**src/rtl/mult_pkg.sv**
```systemverilog
`default_nettype none
// ============================================================================
// Module  : mult_pkg
// Purpose : Shared types and helpers for the shift-add multiplier.
// Rev     : 1.0  initial release
// ============================================================================
package mult_pkg;

  // Controller states of the sequential multiplier
  typedef enum logic [1:0] {
    IDLE = 2'd0,
    RUN  = 2'd1,
    DONE = 2'd2
  } mult_state_t;

  // Bits needed to count 0 .. w-1 (at least one bit)
  function automatic int CNT_W(input int w);
    return (w <= 2) ? 1 : $clog2(w);
  endfunction

endpackage : mult_pkg
`default_nettype wire

```
**src/rtl/shift_add_mult_abs_val.sv**
```systemverilog
`default_nettype none
// ============================================================================
// Module  : abs_val
// Purpose : Combinational magnitude helper. When enabled, a negative
//           two's-complement input is negated; the WIDTH-bit unsigned result
//           covers the most negative value (2^(WIDTH-1)) without an extra bit.
// Rev     : 1.0  initial release
// ============================================================================
module abs_val #(
  parameter int WIDTH = 8
) (
  input  logic [WIDTH-1:0] value_i,
  input  logic             en_i,
  output logic [WIDTH-1:0] mag_o
);

  logic w_negate;

  assign w_negate = en_i & value_i[WIDTH-1];
  assign mag_o    = w_negate ? (~value_i + 1'b1) : value_i;

endmodule : abs_val
`default_nettype wire

```
**src/rtl/shift_add_mult.sv**
```systemverilog
`default_nettype none
// ============================================================================
// Module  : shift_add_mult
// Purpose : Parametrised sequential shift-add multiplier, signed or unsigned
//           per operation, one multiplier bit retired per clock, with a
//           busy/done handshake. Signed products are formed from operand
//           magnitudes and negated once at the end.
// Rev     : 1.0  initial release
// ============================================================================
module shift_add_mult
  import mult_pkg::*;
#(
  parameter int WIDTH = 8
) (
  input  logic               clk,
  input  logic               rst,
  input  logic               start,
  input  logic               signed_mode,
  input  logic [WIDTH-1:0]   a,
  input  logic [WIDTH-1:0]   b,
  output logic [2*WIDTH-1:0] ab,
  output logic               busy,
  output logic               done
);

  localparam int              CW       = CNT_W(WIDTH);
  localparam int              PW       = 2 * WIDTH;
  localparam logic [CW-1:0]   LAST_BIT = CW'(WIDTH - 1);

  // Operand magnitudes, only meaningful at the accept edge
  logic [WIDTH-1:0] a_mag;
  logic [WIDTH-1:0] b_mag;

  abs_val #(.WIDTH(WIDTH)) u_abs_a (
    .value_i (a),
    .en_i    (signed_mode),
    .mag_o   (a_mag)
  );

  abs_val #(.WIDTH(WIDTH)) u_abs_b (
    .value_i (b),
    .en_i    (signed_mode),
    .mag_o   (b_mag)
  );

  mult_state_t      state_q,  state_d;
  logic [WIDTH-1:0] mcand_q,  mcand_d;
  logic [WIDTH-1:0] mplier_q, mplier_d;
  logic             neg_q,    neg_d;
  logic [PW-1:0]    acc_q,    acc_d;
  logic [CW-1:0]    cnt_q,    cnt_d;
  logic [PW-1:0]    ab_q,     ab_d;
  logic             busy_q,   busy_d;
  logic             done_q,   done_d;

  // Partial-product datapath for the current RUN iteration
  logic [PW-1:0]    addend;
  logic [PW-1:0]    acc_sum;

  // State and datapath registers; reset clears everything
  always_ff @(posedge clk) begin
    if (rst) begin
      state_q  <= IDLE;
      mcand_q  <= '0;
      mplier_q <= '0;
      neg_q    <= 1'b0;
      acc_q    <= '0;
      cnt_q    <= '0;
      ab_q     <= '0;
      busy_q   <= 1'b0;
      done_q   <= 1'b0;
    end else begin
      state_q  <= state_d;
      mcand_q  <= mcand_d;
      mplier_q <= mplier_d;
      neg_q    <= neg_d;
      acc_q    <= acc_d;
      cnt_q    <= cnt_d;
      ab_q     <= ab_d;
      busy_q   <= busy_d;
      done_q   <= done_d;
    end
  end

  // Next-state and datapath: accept in IDLE, one add/shift per RUN edge,
  // final sign correction written to the product register on the last bit
  always_comb begin
    state_d  = state_q;
    mcand_d  = mcand_q;
    mplier_d = mplier_q;
    neg_d    = neg_q;
    acc_d    = acc_q;
    cnt_d    = cnt_q;
    ab_d     = ab_q;
    done_d   = 1'b0;

    addend   = mplier_q[0] ? (PW'(mcand_q) << cnt_q) : '0;
    acc_sum  = acc_q + addend;

    case (state_q)
      IDLE: begin
        if (start) begin
          state_d  = RUN;
          mcand_d  = a_mag;
          mplier_d = b_mag;
          neg_d    = signed_mode & (a[WIDTH-1] ^ b[WIDTH-1]);
          acc_d    = '0;
          cnt_d    = '0;
        end
      end
      RUN: begin
        acc_d    = acc_sum;
        mplier_d = mplier_q >> 1;
        cnt_d    = cnt_q + 1'b1;
        if (cnt_q == LAST_BIT) begin
          state_d = DONE;
          ab_d    = neg_q ? (~acc_sum + 1'b1) : acc_sum;
          done_d  = 1'b1;
        end
      end
      DONE: begin
        state_d = IDLE;
      end
      default: begin
        state_d = IDLE;
      end
    endcase

    busy_d = (state_d != IDLE);
  end

  assign ab   = ab_q;
  assign busy = busy_q;
  assign done = done_q;

endmodule : shift_add_mult
`default_nettype wire

```
**config.mk**
```make
export PLATFORM = sky130hd
export DESIGN_NAME = shift_add_mult
export DESIGN_NICKNAME = d
export VERILOG_FILES = /design/src/rtl/mult_pkg.sv /design/src/rtl/shift_add_mult_abs_val.sv /design/src/rtl/shift_add_mult.sv
export SDC_FILE = /design/constraint.sdc
export NUM_CORES = 1
export LEC_CHECK = 0
export BUFFER_PORTS_ARGS = -buffer_cell sky130_fd_sc_hd__buf_2
export CAP_MARGIN = 10
export CORE_ASPECT_RATIO = 1.75
export CORE_MARGIN = 2
export CORE_UTILIZATION = 54
export DETAILED_ROUTE_END_ITERATION = 8
export PLACE_DENSITY = 0.73
export SYNTH_ARGS = -nofsm -noshare
export SYNTH_HDL_FRONTEND = slang
export SYNTH_HIERARCHICAL = 1
export SYNTH_SLANG_ARGS = --single-unit
```
**constraint.sdc**
```tcl
create_clock -name clk -period 4.9 [get_ports clk]
set_clock_uncertainty 0.1 [all_clocks]
set_input_delay 0.735 -clock clk [delete_from_list [all_inputs] [get_ports clk]]
set_output_delay 0.735 -clock clk [all_outputs]
set_load 0.01 [all_outputs]
```
Yosys cells after proc, flatten, opt, wreduce, memory -nomap -nowiden
Index checks and enable logic that the tools add are counted.
Word-level totals
  register bits after elaboration: 56
  bits of input ports: 20
  output and inout bits: 18
  word-level logic and storage cells: 47
Cells by class
  add/sub/neg operators: 5
  equality and inequality tests: 3
  shift operators: 1
  muxes and demuxes: 14
  bitwise gates (word level): 8
  reductions and logical operators: 7
Operators by type and width (number)
  $mux 16: 3
  $pmux 16 s2: 1
  $mux 8: 3
  $add 16x1->16 const B: 1
  $add 16x16->16: 1
  $add 8x1->8 const B: 2
  $not 16->16: 1
  $not 8->8: 2
  $pmux 8 s2: 1
  $shl 8x3->16: 1
  $pmux 3 s2: 1
  $reduce_and 2->1: 3
  $mux 2: 2
  $pmux 2 s2: 1
  $reduce_bool 2->1: 2
  $add 3x1->3 const B: 1
  $and 1x1->1: 3
  $eq 3x3->1 const B: 1
  $mux 3: 1
  $eq 2x1->1 const B: 1
  $logic_not 2->1: 1
  $ne 2x2->1 const B: 1
  $reduce_or 2->1: 1
  $mux 1: 1
  2 further kinds: 2

Logic depth before layout (Yosys ltp)
Gate-level depths: netlist of the first run.
  depth after elaboration: 6
  mapped depth: 17
  gate-level depth less buffers: 14

By module
The synthesis of the first run kept the hierarchy.
By module, submodules not included
  shift_add_mult: instances 1, cells an instance 437, area each 3629.7 µm², sequential area each 1121.1 µm²
  abs_val: instances 2, cells an instance 23, area each 153.9 µm², sequential area each 0.0 µm²

Least setup slack after synthesis of the first run
No wires, ideal clock.
  path kind: flip-flop to flip-flop
  start: register cnt_q[1]
  end: register ab_q[13] (netlist: ab[13])
  setup time: 122 ps
  data arrival time: 3754 ps
  data required time: 4678 ps
  slack: 924 ps
  stages on the path, launching flop included: 18
  path buffers: 3
  clock period less this slack: 3976 ps
  cell sequence: dfxtp_1 > clkbuf_1 > clkbuf_1 > mux2i_1 > nand2_1 > o21ai_0 > nor2_1 > o21a_1 > ha_1 > buf_6 > a211oi_2 > o21bai_2 > a2111oi_4 > a311oi_2 > or4_4 > o31ai_4 > nor4_1 > a311o_1
Between the ends
  cells in the longest elaborated chain, start to end: 6
  elaborated cells between the ends (all ways): 8
  those cells by class: add/sub (2); eq/ne (1); shift (1); mux (2); bitwise (1); reduce/logical (1)
RTL lines
  start: declaration: RTL line shift_add_mult.sv:51  | logic [CW-1:0] cnt_q, cnt_d;
  start signal: assignment: RTL line shift_add_mult.sv:78  | cnt_q <= cnt_d;
  $shl 8x3->16: RTL line shift_add_mult.sv:97  | addend = mplier_q[0] ? (PW'(mcand_q) << cnt_q) : '0;
  $mux 16: RTL line shift_add_mult.sv:97
  $add 16x16->16: RTL line shift_add_mult.sv:98  | acc_sum = acc_q + addend;
  $not 16->16: RTL line shift_add_mult.sv:117  | ab_d = neg_q ? (~acc_sum + 1'b1) : acc_sum;
  $add 16x1->16: RTL line shift_add_mult.sv:117
  $mux 16: RTL line shift_add_mult.sv:117
  end signal: assignment: RTL line shift_add_mult.sv:69  | ab_q <= '0;
  end signal: assignment: RTL line shift_add_mult.sv:79  | ab_q <= ab_d;
  end: declaration: RTL line shift_add_mult.sv:52  | logic [PW-1:0] ab_q, ab_d;
Parallel ways exist; a longest one is shown, timed or not.
A chain may end at the register's enable or synchronous reset.

Worst setup path after layout of the first run
Same ends and word-level chain as after synthesis.

==> flow_summary.yaml, run 1 <==
clock_tree:
  clock_slew_seen_by_the_registers_of_the_worst_setup_and_hold_paths_ns: 0.07
  holdBufCountCts: 0
  clkLatencyLatePin_ns: 0.30
  postCtsSetupBuffers: 0
  cts_max_path_buffers: 2
  clock_sinks: 56
  tritoncts_clock_tree: "done"
  cts_resized: 0
  cts_inserted_buffers: 5
  clock_tree.root_cell: "sky130_fd_sc_hd__clkbuf_16"
  cts.htree.levels: 2
timing:
  fin_crit_ns: 4.269
  timing.slew.headroom: 0.3719
  worst-slew-pin-transition_ns: 0.9422
  setup_repair_after_global_routing_missed_its_margin: "false"
  setup_tns_ns: 0
  maxClockFrequency_mhz: 234.3
  final-hold-violation-count: 0
  post_route_clock_period_utilization: 0.8711
  timing.final.max_slew_violations: 0
  final-setup-viol-count: 0
outcome:
  status: "completed"
min_path:
  min_delay_worst_endpoint: "ab[2]$_SDFFE_PP0P_"
  timing.hold.worst.class: "reg2reg"
  worst_hold_startpoint: "ab[2]$_SDFFE_PP0P_"
  min_path_cells: 2
routing:
  drt-pass1-iter-count: 4
  ant_nets: 0
  drt_wl_total_um: 9550
  num_vias: 3556
  first_iter_violations: 164
  route.detailed.wl_per_inst_um: 16.13
  routed_via_density: 6.007
  drt_drc_violations_left: 0
setup_path:
  critical_path.top_delay_family: "compound AO/OA/AOI/OAI gates"
  r2r_setup_slack_ns: 0.63
  worst-path-buf-inv: 0
  timing.critical_path.mode_cell: "sky130_fd_sc_hd__o21ai_0"
  required_ns: 4.99
  crit-reg2reg-launch: "cnt_q[1]$_SDFFE_PP0P_"
  cpPeakStageDelay_ns: 0.67
  critical_path.reg2reg.endpoint: "ab[13]$_SDFFE_PP0P_"
  worst-path-max-fanout: 15
  critPathKind: "reg2reg"
  crit_path_cell_trace: "mux2_2 -> o21ai_0 -> o21ai_0 -> and2_1 -> ha_1 -> a21oi_4 -> o221ai_4 -> a2111oi_4 -> a311oi_2 -> or4_4 -> o31ai_4 -> nor4_1 -> a311o_1"
  worst_endpoint_data_arrival_time_ns: 4.36
  startpoint_type: "register"
  cp-end-kind: "register"
  crit_path_top_delay_cell: "sky130_fd_sc_hd__dfxtp_1"
  r2r.worst_path.cells: 13
floorplanning:
  die_w_um: 68.55
  die_span_y_um: 117.0
  floorplan.io_pins: 38
  effective_utilization_at_floorplan: 0.5522
  floorplan.rows: 41
  design.die.area_sq_um: 8018
  core-area_sq_um: 7131
logic_synthesis:
  synthesis.area_per_instance_sq_um: 8.152
  synth_compound_area_frac: 0.2539
  synth-seq-area-share: 0.2847
  ys_types: 72
  post_synth_mux_area_share: 0.05275
  yosys.area_share.xor_xnor: 0.06641
  most_frequently_used_cell_type_in_the_post_synthesis_netlist: "sky130_fd_sc_hd__nor2_1"
  synth_top_family_by_area: "compound AO/OA/AOI/OAI gates"
  ys_top_cells_by_count: "sky130_fd_sc_hd__nor2_1, sky130_fd_sc_hd__dfxtp_1, sky130_fd_sc_hd__nand2_1"
  synth_edf_count: 0
  synth-adder-area-share: 0.06864
  yosysWarnings: 6
  synth_async_sr_flop_share: 0
  simple_gate_share_of_the_synthesized_area: 0.2256
  yosys_register_bits: 56
  synth_area_leaders: "sky130_fd_sc_hd__dfxtp_1, sky130_fd_sc_hd__nor2_1, sky130_fd_sc_hd__ha_1"
  synth_cells: 483
  synth_top_area_share: 0.2847
  synth_fp_nets: 524
  synth_top_area_cell: "sky130_fd_sc_hd__dfxtp_1"
  synth_area_sq_um: 3938
  synthFlopType: "sky130_fd_sc_hd__dfxtp_1"
placement:
  finalWeightedCongestion: 0.9320
  placed_instance_area_sq_um: 4154
  dp.final_hpwl_um: 7413
  port_buffers: 37
grt:
  initial_antenna_violation_count: 0
  grt_pass1_wl_um: 15470
  grt_start_max_net_pins: 53
  gr-usage-all-layers: 0.2562
  globalRoute.totalOverflow: 0
  first_global_vias: 3376
finish:
  drive_gt1_frac: 0.1621
  layout.cell_area.non_filler_sq_um: 4300
  design.final.nets: 546
  antenna_cells_inserted: 0
  areaGrowthSynthToFinish_pct: 9.215
  final_util: 0.6031
power_and_ir_drop:
  power_density_nw_per_um2: 233.9
  cellLeakagePower_nw: 1.826
  ir_drop_worst_case_vdd_mv: 0.2422
  totalPowerFinal_mw: 1.006
flow_run:
  cap_viol_max_count: 0
[where the power goes]
part | total (mW) | switching (mW) | internal (mW)
Combinational | 0.157 | 0.0941 | 0.0627
Sequential | 0.484 | 0.0162 | 0.468
Clock | 0.365 | 0.174 | 0.191
[per-stage QoR]
stage                     cells  hold slack [ns]  worst slack (ns)
after floorplan             483           0.3452            0.9238
after global placement      584           0.3399            0.7689
after detailed placement    584           0.3473            0.6422
after CTS                   592           0.3581            0.6338
final                       592           0.3522            0.6315
after global routing        592           0.3781            0.2863
[flip-flops by register name, indices dropped and copies added, names as in the netlist]
name	flops
done	1
mplier_q	8
cnt_q	3
mcand_q	8
neg_q	1
state_q	2
busy	1
ab	16
acc_q	16
[cell usage in the layout (no fill, tap or decap), types with 5 or more instances in the layout]
cell type | synthesis | layout
sky130_fd_sc_hd__a211oi_1 | 17 | 17
sky130_fd_sc_hd__a21oi_1 | 31 | 31
sky130_fd_sc_hd__a22oi_1 | 19 | 19
sky130_fd_sc_hd__and2_1 | 8 | 8
sky130_fd_sc_hd__and3_1 | 6 | 6
sky130_fd_sc_hd__buf_2 | 1 | 37
sky130_fd_sc_hd__buf_4 | 2 | 6
sky130_fd_sc_hd__clkbuf_16 | 0 | 5
sky130_fd_sc_hd__dfxtp_1 | 56 | 56
sky130_fd_sc_hd__ha_1 | 20 | 20
sky130_fd_sc_hd__inv_1 | 18 | 18
sky130_fd_sc_hd__mux2_2 | 6 | 6
sky130_fd_sc_hd__mux2i_1 | 14 | 14
sky130_fd_sc_hd__nand2_1 | 37 | 37
sky130_fd_sc_hd__nand3_1 | 9 | 9
sky130_fd_sc_hd__nor2_1 | 71 | 71
sky130_fd_sc_hd__nor3_1 | 15 | 15
sky130_fd_sc_hd__o21a_1 | 6 | 6
sky130_fd_sc_hd__o21ai_0 | 14 | 14
sky130_fd_sc_hd__xor2_1 | 24 | 24
[worst max path at each step]
stage | endpoint | startpoint | slack (ns) | cells past startpoint
after floorplan | ab[13]$_SDFFE_PP0P_ | cnt_q[1]$_SDFFE_PP0P_ | 0.92 | 17
after global placement | ab[13]$_SDFFE_PP0P_ | cnt_q[1]$_SDFFE_PP0P_ | 0.77 | 13
after detailed placement | ab[13]$_SDFFE_PP0P_ | cnt_q[1]$_SDFFE_PP0P_ | 0.64 | 13
after CTS | ab[13]$_SDFFE_PP0P_ | cnt_q[1]$_SDFFE_PP0P_ | 0.63 | 13
after global routing | ab[14]$_SDFFE_PP0P_ | cnt_q[1]$_SDFFE_PP0P_ | 0.29 | 13
final | ab[13]$_SDFFE_PP0P_ | cnt_q[1]$_SDFFE_PP0P_ | 0.63 | 13
[worst reg2reg max path, delay by kind of cell (launching register included)]
family          cells  cell delay, ns
fa+ha+maj           1            0.38
compound gates      8            1.73
simple gates        3            0.87
flops               1            0.67
mux                 1            0.41
[cell type report]
class	count	area (sq um)
inverter	18	67.56
fill	657	2830
multi-input combinational	381	2628
clock buffer	5	125.1
sequential	56	1121
tap	86	107.6
clock inverter	3	21.27
timing repair buffer	43	230.2
[routing by layer]
layer  global-route usage  share of wire
met5                    0              0
met1               0.2512           0.36
met4               0.1573          0.055
met3              0.03155          0.028
met2               0.4833           0.56
[cell families after synthesis]
family | Yosys count
mux | 20
flops | 56
buf+inv | 46
simple gates | 180
compound gates | 131
xor+xnor | 29
fa+ha+maj | 21
Note: power is estimated with default switching activity, not from simulation.
==> inputs of run 2 (changes only) <==
--- a/config.mk
+++ b/config.mk
@@ -8,10 +8,10 @@
 export BUFFER_PORTS_ARGS = -buffer_cell sky130_fd_sc_hd__buf_2
 export CAP_MARGIN = 10
 export CORE_ASPECT_RATIO = 1.75
-export CORE_MARGIN = 2
+export CORE_MARGIN = 1.5
 export CORE_UTILIZATION = 54
 export DETAILED_ROUTE_END_ITERATION = 8
-export PLACE_DENSITY = 0.73
+export PLACE_DENSITY = 0.76
 export SYNTH_ARGS = -nofsm -noshare
 export SYNTH_HDL_FRONTEND = slang
 export SYNTH_HIERARCHICAL = 1
==> constraint.sdc (replaced) <==
create_clock -name clk -period 3.9 [get_ports clk]
set_clock_uncertainty 0.1 [all_clocks]
set_input_delay 0.585 -clock clk [delete_from_list [all_inputs] [get_ports clk]]
set_output_delay 0.585 -clock clk [all_outputs]
set_load 0.01 [all_outputs]
==> run 2 against run 1 <==
Against the previous run: core utilization rose by 4.0 points; clock power rose by 47%; combinational power rose by 45%; global-route usage rose by 2.3 points; sequential share of layout area fell by 1.5 points; hold slack improved by 0.00053 ns; setup slack got worse by 0.55 ns; non-clock buffer count rose by 28; final cell count rose by 4.7%; critical path type unchanged.
==> flow_summary.yaml, run 2 (synthesis results as in run 1) <==
power_and_ir_drop:
  switching_power_mw: 0.3808
  cellLeakagePower_nw: 1.987
  p_sw_frac: 0.2779
  power_density_nw_per_um2: 298.7
  power.combinational.fraction: 0.166
  ir_drop_worst_case_vdd_mv: 0.3980
  p_int_mw: 0.9896
  power_share_of_the_clock_group: 0.392
  p_seq_frac: 0.442
clock_tree:
  cts.htree.levels: 2
  clkLatencyLatePin_ns: 0.31
  clock_slew_seen_by_the_registers_of_the_worst_setup_and_hold_paths_ns: 0.08
  holdBufCountCts: 0
  clock_sinks: 56
  cts_inserted_buffers: 5
  tritoncts_clock_tree: "done"
  cts_max_path_buffers: 2
  clock_tree.root_cell: "sky130_fd_sc_hd__clkbuf_16"
flow_run:
  cap_viol_max_count: 0
min_path:
  timing.hold.worst.class: "reg2reg"
  min_path_cells: 2
finish:
  layout.cell_area.non_filler_sq_um: 4588
  layoutNonFillerInstCount: 620
  most-common-layout-cells: "sky130_fd_sc_hd__nor2_1, sky130_fd_sc_hd__dfxtp_1, sky130_fd_sc_hd__nand2_1, sky130_fd_sc_hd__buf_2, sky130_fd_sc_hd__buf_4"
  design.final.nets: 574
  areaGrowthSynthToFinish_pct: 16.52
  mostFrequentLayoutCell: "sky130_fd_sc_hd__nor2_1"
  antenna_cells_inserted: 0
  drive_gt1_frac: 0.2191
  fillers: 646
timing:
  maxClockFrequency_mhz: 262.2
  worst-slew-pin-transition_ns: 0.7468
  layout_setup_ws_ns: 0.08580
  timing.slew.headroom: 0.5003
  final-hold-violation-count: 0
  timing.final.max_slew_violations: 0
  setup_tns_ns: 0
  fin_crit_ns: 3.814
  final-setup-viol-count: 0
  hold_slack_ns: 0.3527
  post_route_clock_period_utilization: 0.9780
routing:
  ant_nets: 0
  num_vias: 3774
  drt-pass1-iter-count: 4
  drt_wl_total_um: 10460
  first_iter_violations: 164
  drt_drc_violations_left: 0
  route.detailed.wl_per_inst_um: 16.86
  routed_via_density: 6.087
grt:
  globalRoute.totalOverflow: 0
  grt_start_max_net_pins: 53
  initial_antenna_violation_count: 0
  grt_pass1_wl_um: 16420
  gr-usage-all-layers: 0.2793
  first_global_vias: 3659
floorplanning:
  effective_utilization_at_floorplan: 0.5522
  design.die.area_sq_um: 7833
  floorplan.io_pins: 38
  die_w_um: 67.55
  core-area_sq_um: 7131
  floorplan.rows: 41
  die_span_y_um: 116.0
placement:
  finalWeightedCongestion: 0.8827
  dp.final_hpwl_um: 7965
  port_buffers: 37
  detailedPlace.worstSlack_ns: -0.01106
  placed_instance_area_sq_um: 4357
  placed_instance_count: 611
setup_path:
  r2r_setup_slack_ns: 0.09
  startpoint_type: "register"
  r2r.worst_path.cells: 14
  critical_path.reg2reg.endpoint: "ab[13]$_SDFFE_PP0P_"
  startpoint: "cnt_q[1]$_SDFFE_PP0P_"
  critPathKind: "reg2reg"
  cp-end-kind: "register"
  required_ns: 4.00
  worst_endpoint_data_arrival_time_ns: 3.91
  worst-path-max-fanout: 7
  timing.critical_path.to: "ab[13]$_SDFFE_PP0P_"
  crit-reg2reg-launch: "cnt_q[1]$_SDFFE_PP0P_"
outcome:
  status: "completed"
-- run 2: cell types whose count changed in the layout (fill, tap and decap cells not counted), moves of 2 or more --
cell,before,now
sky130_fd_sc_hd__ha_1,20,17
sky130_fd_sc_hd__buf_4,6,34
sky130_fd_sc_hd__ha_2,0,2
sky130_fd_sc_hd__dfxtp_1,56,54
-- run 2: how the worst min path moves through the flow --
stage,startpoint,to
2_1_floorplan,mcand_q[2]$_SDFFE_PP0P_,mcand_q[2]$_SDFFE_PP0P_
3_3_place_gp,ab[7]$_SDFFE_PP0P_,ab[7]$_SDFFE_PP0P_
5_1_grt,ab[0]$_SDFFE_PP0P_,ab[0]$_SDFFE_PP0P_
6_report,ab[0]$_SDFFE_PP0P_,ab[0]$_SDFFE_PP0P_
3_5_place_dp,ab[0]$_SDFFE_PP0P_,ab[0]$_SDFFE_PP0P_
4_1_cts,ab[0]$_SDFFE_PP0P_,ab[0]$_SDFFE_PP0P_
-- run 2: layer usage --
metal / GRT usage / part of all wire
met4: 0.2136 / 0.073
met1: 0.2577 / 0.35
met5: 0 / 0
met2: 0.5203 / 0.54
met3: 0.04175 / 0.034
-- run 2: power groups by stage --
stage | clock, mW | sequential [mW] | combinational, mW
6_report | 0.537 | 0.605 | 0.228
5_1_grt | 0.556 | 0.608 | 0.249
4_1_cts | 0.542 | 0.605 | 0.222
3_5_place_dp | 0 | 0.618 | 0.220
3_3_place_gp | 0 | 0.618 | 0.213
2_1_floorplan | 0 | 0.610 | 0.158
-- run 2: worst max-delay path, stage by stage, from the launching register on --
cell	delay, ns
sky130_fd_sc_hd__dfxtp_4	0.38
sky130_fd_sc_hd__buf_4	0.14
sky130_fd_sc_hd__mux2i_1	0.25
sky130_fd_sc_hd__mux2_2	0.21
sky130_fd_sc_hd__nor2_1	0.05
sky130_fd_sc_hd__o21a_1	0.20
sky130_fd_sc_hd__ha_2	0.32
sky130_fd_sc_hd__and3_1	0.21
sky130_fd_sc_hd__and2_4	0.19
sky130_fd_sc_hd__a2111oi_4	0.42
sky130_fd_sc_hd__a311oi_4	0.08
sky130_fd_sc_hd__or4_4	0.61
sky130_fd_sc_hd__o31ai_4	0.20
sky130_fd_sc_hd__nor4_1	0.07
sky130_fd_sc_hd__a311o_1	0.28
-- run 2: repair_timing --
action / 4_1_cts / 5_1_grt
setup buffers: 0 / 1
endpoints found under the setup margin: 1 / 8
pin swaps: 1 / 1
endpoints found under the hold margin: 0 / 0
resized for setup: 0 / 11
-- run 2: area by class of cell --
| cell class | instances | area (sq um) | share of cell area |
|---|---|---|---|
| clock inverters | 3 | 46.29 | 0.01009 |
| inverters | 18 | 67.56 | 0.01473 |
| repair buffers | 71 | 440.4 | 0.09599 |
| multi-input cells | 381 | 2675 | 0.5830 |
| well taps | 86 | 107.6 | 0.02345 |
| clock buffers | 5 | 125.1 | 0.02727 |
| flip-flops and latches | 56 | 1126 | 0.2454 |
-- run 2: through the flow --
step                  util  power [mW]
finish              0.6434       1.370
global route        0.6434       1.412
CTS                 0.6350       1.369
detailed placement  0.6110      0.8388
global placement    0.6110      0.8312
floorplan                -      0.7680
